<file path="src/rtl/rf_wb_pkg.sv">
// rf_wb_pkg: shared types for the register-file writeback initiator.
//   XLEN / REG_AW : data and register-address widths
//   wb_req_t      : one pending register write {rd, data}
//   grant_e       : which source owns the write port this cycle
package rf_wb_pkg;

  localparam int XLEN   = 32;
  localparam int REG_AW = 5;

  typedef struct packed {
    logic [REG_AW-1:0] rd;
    logic [XLEN-1:0]   data;
  } wb_req_t;

  typedef enum logic [1:0] {
    G_NONE,
    G_ALU,
    G_LQ,
    G_LD_CT
  } grant_e;

endpackage

</file>
<file path="src/rtl/rf_wb_fifo.sv">
// rf_wb_fifo: synchronous FIFO of wb_req_t used as the load skid buffer.
// Ports:
//   clk_i, regrst_i (async active-low)
//   push, din           : write side (caller guarantees !full)
//   pop, dout           : read side, dout is the current head (show-ahead)
//   full, empty, count  : occupancy status, all derived from registered count
// DEPTH must be a power of two so the pointers wrap naturally.
module rf_wb_fifo
  import rf_wb_pkg::*;
#(
  parameter int DEPTH = 2,
  localparam int AW = $clog2(DEPTH),
  localparam int CW = AW + 1
) (
  input  logic          clk_i,
  input  logic          regrst_i,
  input  logic          push,
  input  wb_req_t       din,
  input  logic          pop,
  output wb_req_t       dout,
  output logic          full,
  output logic          empty,
  output logic [CW-1:0] count
);

  localparam logic [CW-1:0] FULL_CNT = CW'(DEPTH);

  wb_req_t       mem [DEPTH];
  logic [AW-1:0] wr_ptr;
  logic [AW-1:0] rd_ptr;

  assign full  = (count == FULL_CNT);
  assign empty = (count == '0);
  assign dout  = mem[rd_ptr];

  always_ff @(posedge clk_i) begin
    if (push) mem[wr_ptr] <= din;
  end

  always_ff @(posedge clk_i or negedge regrst_i) begin
    if (!regrst_i) begin
      wr_ptr <= '0;
      rd_ptr <= '0;
      count  <= '0;
    end else begin
      if (push) wr_ptr <= wr_ptr + AW'(1);
      if (pop)  rd_ptr <= rd_ptr + AW'(1);
      case ({push, pop})
        2'b10:   count <= count + CW'(1);
        2'b01:   count <= count - CW'(1);
        default: count <= count;
      endcase
    end
  end

endmodule

</file>
<file path="src/rtl/rf_writeback.sv">
// rf_writeback: write-side initiator for the 32x32 register file.
// Merges ALU results and load results onto one registered write port.
// Ports:
//   clk_i, regrst_i (async active-low)
//   alu_valid_i/alu_ready_o/alu_rd_i/alu_data_i : ALU result handshake
//   ld_valid_i/ld_ready_o/ld_rd_i/ld_data_i     : load result handshake
//   RD_o/WR_o/RWR_EN_o                          : register-file write port
//   lq_count_o                                  : load FIFO occupancy
// Optional build macro RF_BYPASS_EN adds byp_rs1_i/byp_rs2_i,
// byp_hit1_o/byp_hit2_o and byp_data1_o/byp_data2_o so readers can pick up
// the write that lands at the next edge.
module rf_writeback
  import rf_wb_pkg::*;
#(
  parameter int LQ_DEPTH   = 2,
  parameter int STARVE_MAX = 3
) (
  input  logic                      clk_i,
  input  logic                      regrst_i,
  input  logic                      alu_valid_i,
  output logic                      alu_ready_o,
  input  logic [REG_AW-1:0]         alu_rd_i,
  input  logic [XLEN-1:0]           alu_data_i,
  input  logic                      ld_valid_i,
  output logic                      ld_ready_o,
  input  logic [REG_AW-1:0]         ld_rd_i,
  input  logic [XLEN-1:0]           ld_data_i,
`ifdef RF_BYPASS_EN
  input  logic [REG_AW-1:0]         byp_rs1_i,
  input  logic [REG_AW-1:0]         byp_rs2_i,
  output logic                      byp_hit1_o,
  output logic                      byp_hit2_o,
  output logic [XLEN-1:0]           byp_data1_o,
  output logic [XLEN-1:0]           byp_data2_o,
`endif
  output logic [REG_AW-1:0]         RD_o,
  output logic [XLEN-1:0]           WR_o,
  output logic                      RWR_EN_o,
  output logic [$clog2(LQ_DEPTH):0] lq_count_o
);

  localparam int SW = $clog2(STARVE_MAX + 1);
  localparam logic [SW-1:0] STARVE_TOP = SW'(STARVE_MAX);

  grant_e  grant;
  wb_req_t sel_req;
  wb_req_t fifo_head;
  logic    fifo_full;
  logic    fifo_empty;
  logic    fifo_push;
  logic    fifo_pop;
  logic    starve_hold;
  logic [SW-1:0] starve_cnt;

  // Once the ALU has beaten a full FIFO STARVE_MAX times in a row, the
  // head is forced out so loads cannot be stalled indefinitely.
  assign starve_hold = fifo_full && (starve_cnt == STARVE_TOP);
  assign alu_ready_o = !starve_hold;
  assign ld_ready_o  = !fifo_full;

  always_comb begin
    grant = G_NONE;
    if (starve_hold)      grant = G_LQ;
    else if (alu_valid_i) grant = G_ALU;
    else if (!fifo_empty) grant = G_LQ;
    else if (ld_valid_i)  grant = G_LD_CT;
  end

  // A cut-through load goes straight to the port and must not also be queued.
  assign fifo_push = ld_valid_i && ld_ready_o && (grant != G_LD_CT);
  assign fifo_pop  = (grant == G_LQ);

  always_comb begin
    sel_req = '0;
    case (grant)
      G_ALU:   sel_req = '{rd: alu_rd_i, data: alu_data_i};
      G_LQ:    sel_req = fifo_head;
      G_LD_CT: sel_req = '{rd: ld_rd_i, data: ld_data_i};
      default: sel_req = '0;
    endcase
  end

  rf_wb_fifo #(.DEPTH(LQ_DEPTH)) u_lq (
    .clk_i    (clk_i),
    .regrst_i (regrst_i),
    .push     (fifo_push),
    .din      ('{rd: ld_rd_i, data: ld_data_i}),
    .pop      (fifo_pop),
    .dout     (fifo_head),
    .full     (fifo_full),
    .empty    (fifo_empty),
    .count    (lq_count_o)
  );

  always_ff @(posedge clk_i or negedge regrst_i) begin
    if (!regrst_i) begin
      starve_cnt <= '0;
    end else if (fifo_pop || !fifo_full) begin
      starve_cnt <= '0;
    end else if ((grant == G_ALU) && (starve_cnt != STARVE_TOP)) begin
      starve_cnt <= starve_cnt + SW'(1);
    end
  end

  // x0 writes are consumed (address/data still update) but never enabled.
  always_ff @(posedge clk_i or negedge regrst_i) begin
    if (!regrst_i) begin
      RD_o     <= '0;
      WR_o     <= '0;
      RWR_EN_o <= 1'b0;
    end else if (grant != G_NONE) begin
      RD_o     <= sel_req.rd;
      WR_o     <= sel_req.data;
      RWR_EN_o <= (sel_req.rd != '0);
    end else begin
      RWR_EN_o <= 1'b0;
    end
  end

`ifdef RF_BYPASS_EN
  assign byp_hit1_o  = RWR_EN_o && (RD_o == byp_rs1_i) && (byp_rs1_i != '0);
  assign byp_hit2_o  = RWR_EN_o && (RD_o == byp_rs2_i) && (byp_rs2_i != '0);
  assign byp_data1_o = WR_o;
  assign byp_data2_o = WR_o;
`endif

endmodule

</file>
<file path="config.mk">
export PLATFORM = sky130hd
export DESIGN_NAME = rf_writeback
export DESIGN_NICKNAME = d
export VERILOG_FILES = /design/src/rtl/rf_wb_pkg.sv /design/src/rtl/rf_wb_fifo.sv /design/src/rtl/rf_writeback.sv
export SDC_FILE = /design/constraint.sdc
export NUM_CORES = 1
export LEC_CHECK = 0
export ABC_CLOCK_PERIOD_IN_PS = 3310
export BUFFER_PORTS_ARGS = -buffer_cell sky130_fd_sc_hd__buf_2
export CAP_MARGIN = 20
export CORE_MARGIN = 5
export CORE_UTILIZATION = 48
export DETAILED_ROUTE_END_ITERATION = 10
export PLACE_DENSITY = 0.73
export SYNTH_ARGS = -nofsm -noshare
export SYNTH_HDL_FRONTEND = slang
export SYNTH_SLANG_ARGS = --single-unit
</file>
<file path="constraint.sdc">
create_clock -name clk_i -period 3.31 [get_ports clk_i]
set_clock_uncertainty 0.15 [all_clocks]
set_input_delay 0.662 -clock clk_i [delete_from_list [all_inputs] [get_ports clk_i]]
set_output_delay 0.662 -clock clk_i [all_outputs]
set_load 0.01 [all_outputs]
</file>
==> results of run 1 <==
[sequential cells by signal (all words and copies together) (netlist names)]
signal,flops
u_lq.count,2
u_lq.mem,74
u_lq.rd_ptr,1
u_lq.wr_ptr,1
RWR_EN_o,1
WR_o,32
starve_cnt,2
RD_o,5
[power groups by stage]
stage | Combinational [W] | Sequential, W | Clock (W)
floorplan | 0.000868 | 0.00231 | 0
global placement | 0.00132 | 0.00229 | 0
detailed placement | 0.00135 | 0.00231 | 0
CTS | 0.00136 | 0.00229 | 0.00198
global route | 0.00149 | 0.00234 | 0.00206
finish | 0.00136 | 0.00229 | 0.00195
[cell type report]
cell class	count	area (um^2)
clock buffers	22	463
flip-flops and latches	118	3320
well taps	133	166
inverters	8	30.0
repair buffers	126	663
fillers	784	3600
multi-input cells	171	1310
clock inverters	9	173
[cell usage after synthesis (3+ instances only)]
master,number
dfrtp_1,44
buf_4,3
edfxtp_1,74
nor2_1,38
mux2_2,35
buf_6,4
a21oi_1,33
buf_2,8
o21ai_0,3
inv_1,6
xnor2_1,4
a222oi_1,35
clkbuf_1,8
[critical path, cell delays in order (launching register included)]
cell	delay, ps
dfrtp_1	480
nor2_1	120
and3_4	340
nand3b_1	380
nor2_4	140
buf_4	450
[per-stage QoR]
stage | cell area (um^2) | worst slack [ps] | hold WS, ps
finish | 6120 | 853 | 214
detailed placement | 5460 | 615 | 290
floorplan | 4780 | -58.3 | 216
CTS | 6090 | 846 | 186
global placement | 5460 | 666 | 278
global route | 6120 | 710 | 192
[routing by layer]
| metal | routed length [um] | GRT usage | up-vias |
|---|---|---|---|
| met3 | 950 | 0.0634 | 6 |
| met2 | 5400 | 0.309 | 150 |
| met4 | 50 | 0.0597 | 0 |
| met1 | 4680 | 0.251 | 1604 |
| li1 | - | - | 1505 |
| met5 | 0 | 0 | - |
[kinds of logic after synthesis]
| group | share of synthesized area |
|---|---|
| AOI/OAI and AO/OA | 0.122 |
| xor gates and xnor gates | 0.00916 |
| adders and majority gates | 0.00524 |
| buffers and inverters | 0.0351 |
| DFF | 0.695 |
| muxes | 0.0867 |
| and+or+nand+nor | 0.0461 |
[worst max-delay path by stage]
stage / cells after the start / end / from / slack [ps]
2_1_floorplan: 5 / u_lq.mem[0][0] / alu_valid_i / -60
3_5_place_dp: 6 / u_lq.mem[1][1] / alu_valid_i / 610
5_1_grt: 5 / u_lq.mem[0][5] / u_lq.count[0] / 710
4_1_cts: 5 / u_lq.mem[1][33] / u_lq.count[0] / 850
6_report: 5 / u_lq.mem[0][35] / u_lq.count[0] / 850
3_3_place_gp: 6 / u_lq.mem[0][28] / alu_valid_i / 670
==> reports/qor.yml, run 1 <==
synth:
  async_reset_ff_frac: 0.373
  synth.top_cell.area_share: 0.465
  synth_seq_cells: 118
  yosys.area.top_type: "edfxtp_1"
  syn_avg_cell_area_um2: 14.9
  synth_warnings: 0
  synth_cells: 320
  synth_area_leaders: "edfxtp_1, dfrtp_1, mux2_2"
  synth_edf_count: 74
  syn-cell-area_um2: 4780
  synthesis.nets: 400
  ys_seq_area_frac: 0.695
  synth.distinct_cells: 32
  synth_flop_cell: "edfxtp_1"
critical_path:
  reg2reg_from: "u_lq.count[0]"
  startpoint_type: "flip-flop"
  arrival_ps: 2440
  cp.required_ps: 3290
  r2r_cells: 5
  r2r-end: "u_lq.mem[0][35]"
  end_kind: "flip-flop"
  rrSetupSlack_ps: 850
  critPathKind: "reg -> reg"
  crit_fanout: 38
layout:
  syn_to_final_growth_pct: 28.2
  final_util: 0.630
  layout_common_cells: "buf_2, edfxtp_1, dfrtp_1"
  nets: 522
  final-instance-count-excl-fill: 587
  antenna_cells: 0
  final_common_cell: "buf_2"
  drive_gt1_frac: 0.436
global_route:
  grt_pass1_wl_um: 17200
  grt_pass1_vias: 3390
  grt_use_total: 0.193
  grt_overflow: 0
  antenna_found_initial: 0
  grt_max_degree: 45
sta:
  layout_min_cycle_time_ps: 2460
  max_freq_mhz: 407
  worstMarginPinSlew_ps: 744
  drv_slew: 0
  finalHoldViolations: 0
  final-setup-viol-count: 0
  setup_tns_ps: 0
  timing.final.crit_share: 0.742
  rsz0062_at_grt: "no"
  relSlewSlack: 0.502
pwr:
  vdd_drop_max_v: 0.000580
  p_leak_nw: 2.53
  powerDensity_nw_per_um2: 913
  power.switching_w: 0.00158
  p_int_w: 0.00402
  sw_frac_of_total: 0.282
  clkPwrFrac: 0.349
  power_frac_seq: 0.409
  p_comb_frac: 0.242
  finalPower_w: 0.00559
place:
  portBuffers: 119
  dp_cells: 554
  gp_congestion: 0.788
  dp_hpwl_um: 7120
flow_run:
  maxCapViolCount: 0
clock_network:
  postCtsSetupBuffers: 0
  numClockSinks: 118
  cts_resized: 0
  cts_buffer_depth: 2
  insertion_delay_ps: 500
  cts_made_buffers: 17
  cts_tree: "built"
  htreeDepth: 4
  clkTransAtPathRegs_ps: 60
  ctsHoldBuffers: 0
  root_buffer: "clkbuf_8"
hold_path:
  hp-class: "in -> reg"
  min_path_cells: 1
  min_to: "u_lq.mem[1][13]"
  worstHoldStart: "ld_data_i[13]"
floorplanning:
  die_x_um: 110
  initial_core_util: 0.491
  core_um2: 9730
  placementRows: 36
  die_area_um2: 12100
  ios: 120
  die_h_um: 110
outcome:
  status: "complete, no violations"
route:
  drtAntennaViolNets: 0
  routed_wl_um: 11100
  drtPass1Iterations: 9
  viasPerCell: 5.56
  first_iter_violations: 376
  drc_errors: 0
  routed-via-count: 3265
  wl_per_cell_um: 18.9
No activity file was read; power rests on OpenSTA's default activity.
==> inputs of run 2 (changes only) <==
ABC_CLOCK_PERIOD_IN_PS = 2550   (was 3310)
CORE_UTILIZATION = 53   (was 48)
PLACE_DENSITY = 0.77   (was 0.73)
clock period = 2.55 ns   (was 3.31 ns; I/O delays follow)
==> run 2 against run 1 <==
  * Critical path depth up 2
  * Hold slack worse by 170 ps
  * Flip-flop and latch count unchanged
  * Die area down 8.6%
  * First-iteration DRC count up 5.6%
  * Non-clock buffer count up 4
  * Sequential share of layout area up 0.067 points
  * Final cell count down 3.4%
  * Design area down 0.12%
  * Worst setup slack worse by 660 ps
  * Combinational power up 39%
  * Largest cell class unchanged
==> reports/qor.yml, run 2 (synthesis results as in run 1) <==
layout:
  layout_common_cells: "buf_2, edfxtp_1, dfrtp_1"
  final_common_cell: "buf_2"
  multi_input_area_um2: 1310
  antenna_cells: 0
  final-seq-area_um2: 3320
  nets: 526
  regMostFlops: "u_lq.mem"
  reg_top3: "u_lq.mem: 74 flops, WR_o: 32 flops, RD_o: 5 flops"
  drive_gt1_frac: 0.449
  syn_to_final_growth_pct: 28.0
  largest_register_ffs: 74
  fillers: 600
  design_area_um2: 6120
place:
  place_area_um2: 5520
  portBuffers: 119
  gp_congestion: 0.786
  dp_hpwl_um: 7570
  dp_slack_ps: 224
clock_network:
  clkTransAtPathRegs_ps: 60
  htreeDepth: 4
  insertion_delay_ps: 520
  root_buffer: "clkbuf_8"
  numClockSinks: 118
  cts_made_buffers: 17
  cts_tree: "built"
  cts_buffer_depth: 2
sta:
  finalHoldViolations: 0
  timing.final.crit_share: 0.925
  relSlewSlack: 0.538
  whs_ps: 47.8
  drv_slew: 0
  worstMarginPinSlew_ps: 692
  final-setup-viol-count: 0
  layout_min_cycle_time_ps: 2360
  rsz0062_at_grt: "no"
  setup_tns_ps: 0
  layout_setup_ws_ps: 192
  max_freq_mhz: 424
floorplanning:
  ios: 120
  die_x_um: 105
  placementRows: 34
  core_um2: 8760
  die_area_um2: 11000
  initial_core_util: 0.545
  die_h_um: 105
global_route:
  grt_max_degree: 38
  grt_pass1_vias: 3604
  grt_pass1_wl_um: 18200
  grt_overflow: 0
  antenna_found_initial: 0
  grt_use_total: 0.210
route:
  drtPass1Iterations: 6
  drtAntennaViolNets: 0
  routed_wl_um: 11300
  drc_errors: 0
  first_iter_violations: 397
  wl_per_cell_um: 19.9
  viasPerCell: 6.02
  routed-via-count: 3413
critical_path:
  cpMaxStageDelayCell: "a222oi_1"
  critPathKind: "reg -> reg"
  crit_fanout: 36
  crit_chain: "ha_1 > nand2b_1 > a21o_2 > inv_2 > a222oi_1 > and3_1 > nand3_1"
  cp_top_family: "compound AO/OA/AOI/OAI gates"
  arrival_ps: 2590
  max_stage_delay_ps: 560
  end_kind: "flip-flop"
  startpoint_type: "flip-flop"
  cp.required_ps: 2780
  crit_buf_inv: 1
pwr:
  vdd_drop_max_v: 0.000740
  p_leak_nw: 2.52
  finalPower_w: 0.00713
  powerDensity_nw_per_um2: 1170
outcome:
  status: "complete, no violations"
flow_run:
  maxCapViolCount: 0
hold_path:
  hp-class: "in -> reg"
## run 2: cell types whose count changed in the layout (fill, tap and decap cells not counted)
cell	delta
bufinv_16	-3
clkinv_4	+3
clkinv_2	-3
clkinvlp_4	+5
and2_2	+1
inv_6	+2
buf_4	+1
clkbuf_1	-2
buf_12	+3
clkbuf_8	-1
and2_1	-1
## run 2: power by group
part | internal [W] | switching, W | leakage (nW)
Sequential | 0.00264 | 0.000289 | 1.21
Clock | 0.00145 | 0.000862 | 0.269
Combinational | 0.000885 | 0.00101 | 1.04
## run 2: path summary, 6_finish.rpt
path                               startpoint              end  slack [ps]  cells after the start
worst min-delay path            ld_data_i[16]  u_lq.mem[0][16]          50                      1
max in group asynchronous            regrst_i      u_lq.rd_ptr        1330                      3
min in group asynchronous            regrst_i          WR_o[7]         370                      2
worst max register to register  starve_cnt[0]         RWR_EN_o         190                      7
worst max-delay path            starve_cnt[0]         RWR_EN_o         190                      7
worst min register to register  starve_cnt[0]    starve_cnt[0]         300                      1
## run 2: timing repair
item | CTS | global route
buffers inserted | 0 | 0
endpoints found under the setup margin | 0 | 7
resized for setup | 0 | 1
hold buffers | 1 | 0
endpoints found under the hold margin | 20 | 0
## run 2: through the flow
step / util / std cells
2_1_floorplan: - / 320
3_3_place_gp: 0.629 / 534
3_5_place_dp: 0.629 / 534
4_1_cts: 0.698 / 567
5_1_grt: 0.698 / 567
6_report: 0.698 / 567
## run 2: area by class of cell
type                            instances  share of cell area
Sequential cell                       118               0.543
Clock buffer                           19              0.0722
Clock inverter                         13              0.0243
Tap cell                              108              0.0221
Timing Repair Buffer                  130               0.119
Multi-Input combinational cell        171               0.214
Inverter                                8             0.00491
## run 2: per-layer routing
layer	global-route usage	up-vias	wire length, um
met4	0.0795	0	146
met1	0.298	1674	4710
met2	0.307	200	5240
met3	0.0635	17	1160
met5	0	-	0
li1	-	1522	-
==> inputs of run 3 (changes only) <==
BUFFER_PORTS_ARGS = -buffer_cell sky130_fd_sc_hd__buf_4   (was -buffer_cell sky130_fd_sc_hd__buf_2)
==> run 3 against run 2 <==
  * Register-to-register slack barely moved
  * Final cell count rose by 0.18%
  * Hold slack got worse by 8.8 ps
  * Non-clock buffer count rose by 1
  * Critical path type unchanged
==> reports/qor.yml, run 3 (synthesis results as in run 1) <==
place:
  portBuffers: 119
  dp_hpwl_um: 7630
  dp_cells: 535
  place_area_um2: 5780
  gp_congestion: 0.818
  dp_slack_ps: 213
critical_path:
  arrival_ps: 2620
  r2r_cells: 6
  end_kind: "flip-flop"
  max_stage_delay_ps: 680
  cp.required_ps: 2830
  rrSetupSlack_ps: 200
  r2r-end: "WR_o[31]"
  startpoint_type: "flip-flop"
  critPathKind: "reg -> reg"
  cpMaxStageDelayCell: "and2_1"
  crit_fanout: 20
  reg2reg_from: "starve_cnt[0]"
  crit_chain: "ha_1 > nand3b_1 > and2_1 > buf_4 > a222oi_1 > a21oi_1"
  critPathLaunch: "starve_cnt[0]"
sta:
  setup_tns_ps: 0
  drv_slew: 0
  finalHoldViolations: 0
  final-setup-viol-count: 0
  relSlewSlack: 0.462
  layout_setup_ws_ps: 203
  timing.final.crit_share: 0.920
  rsz0062_at_grt: "no"
  max_freq_mhz: 426
  worstMarginPinSlew_ps: 808
  layout_min_cycle_time_ps: 2350
route:
  routed-via-count: 3380
  wl_per_cell_um: 21.2
  first_iter_violations: 409
  wl_met1_um: 4810
  drtPass1Iterations: 8
  wl_met3_um: 1170
  top_layer: "met4"
  drtAntennaViolNets: 0
  viasPerCell: 5.95
  wl_met2_um: 5910
  routed_wl_um: 12000
  drc_errors: 0
pwr:
  clkPwrFrac: 0.327
  p_leak_nw: 2.63
  vdd_drop_max_v: 0.000616
  p_comb_frac: 0.278
  sw_frac_of_total: 0.293
  power_frac_seq: 0.395
  powerDensity_nw_per_um2: 1170
  p_int_w: 0.00528
  power.switching_w: 0.00219
global_route:
  grt_overflow: 0
  grt_pass1_wl_um: 19300
  grt_pass1_vias: 3566
  antenna_found_initial: 0
  grt_use_total: 0.227
  grt_max_degree: 45
hold_path:
  worstHoldStart: "ld_data_i[11]"
  min_to: "u_lq.mem[1][11]"
  min_path_cells: 1
  hp-class: "in -> reg"
clock_network:
  cts_made_buffers: 17
  cts_buffer_depth: 2
  htreeDepth: 4
  cts_tree: "built"
  numClockSinks: 118
  clkTransAtPathRegs_ps: 60
  root_buffer: "clkbuf_8"
  cts_resized: 0
  insertion_delay_ps: 510
  postCtsSetupBuffers: 0
layout:
  drive_gt1_frac: 0.443
  final_common_cell: "buf_4"
  antenna_cells: 0
  syn_to_final_growth_pct: 34.0
  largest_register_ffs: 74
  final-instance-count-excl-fill: 568
  layout_common_cells: "buf_4, edfxtp_1, dfrtp_1"
  reg_top3: "u_lq.mem: 74 flops, WR_o: 32 flops, RD_o: 5 flops"
  design_area_um2: 6400
  final_util: 0.731
  regMostFlops: "u_lq.mem"
  nets: 527
floorplanning:
  initial_core_util: 0.545
  ios: 120
  die_x_um: 105
  die_h_um: 105
  die_area_um2: 11000
  placementRows: 34
  core_um2: 8760
outcome:
  status: "complete, no violations"
flow_run:
  maxCapViolCount: 0
-- run 3: cell types whose count changed in the layout (fill, tap and decap cells not counted), sizes merged --
cell      delta
bufinv       +2
inv          -1
clkinvlp     -1
buf          +1
-- run 3: power by group through the flow --
stage,Clock [W],Combinational (W),Sequential (W)
after CTS,0.00247,0.00210,0.00295
final,0.00245,0.00208,0.00295
after global routing,0.00259,0.00224,0.00301
after floorplan,0,0.00113,0.00299
after global placement,0,0.00202,0.00293
after detailed placement,0,0.00206,0.00297
-- run 3: what timing repair did --
action / 4_1_cts / 5_1_grt
setup endpoints to repair: 0 / 0
hold buffers: 1 / 0
endpoints found under the hold margin: 44 / 0
-- run 3: per-layer routing --
layer | vias to the layer above | GRT usage
met5 | - | 0
met4 | 0 | 0.0813
met3 | 15 | 0.0832
met2 | 192 | 0.345
met1 | 1654 | 0.302
li1 | 1519 | -
-- run 3: how the worst max path moves through the flow --
stage / cells after the start / to / slack, ps
floorplan: 6 / u_lq.mem[0][0] / -150
finish: 6 / WR_o[31] / 200
CTS: 6 / WR_o[31] / 210
global placement: 6 / WR_o[14] / 330
global route: 6 / WR_o[18] / 7
detailed placement: 6 / WR_o[31] / 210
-- run 3: final cells by class --
class / count / area, um^2
Timing Repair Buffer: 131 / 998
Inverter: 8 / 30.0
Sequential cell: 118 / 3320
Clock buffer: 19 / 432
Fill cell: 563 / 2360
Multi-Input combinational cell: 171 / 1310
Tap cell: 108 / 135
Clock inverter: 13 / 180
-- run 3: metrics by stage --
step	hold WS (ps)	power, W
after floorplan	64.4	0.00412
after global placement	278	0.00495
after detailed placement	289	0.00503
after CTS	11.7	0.00752
after global routing	13.1	0.00784
final	38.9	0.00748
-- run 3: worst max-delay path, delay by kind of cell (launching register included) --
family | cells | cell delay [ps]
AOI/OAI and AO/OA | 2 | 290
adders and majority gates | 1 | 240
buffers and inverters | 1 | 380
DFF | 1 | 380
and+or+nand+nor | 2 | 830
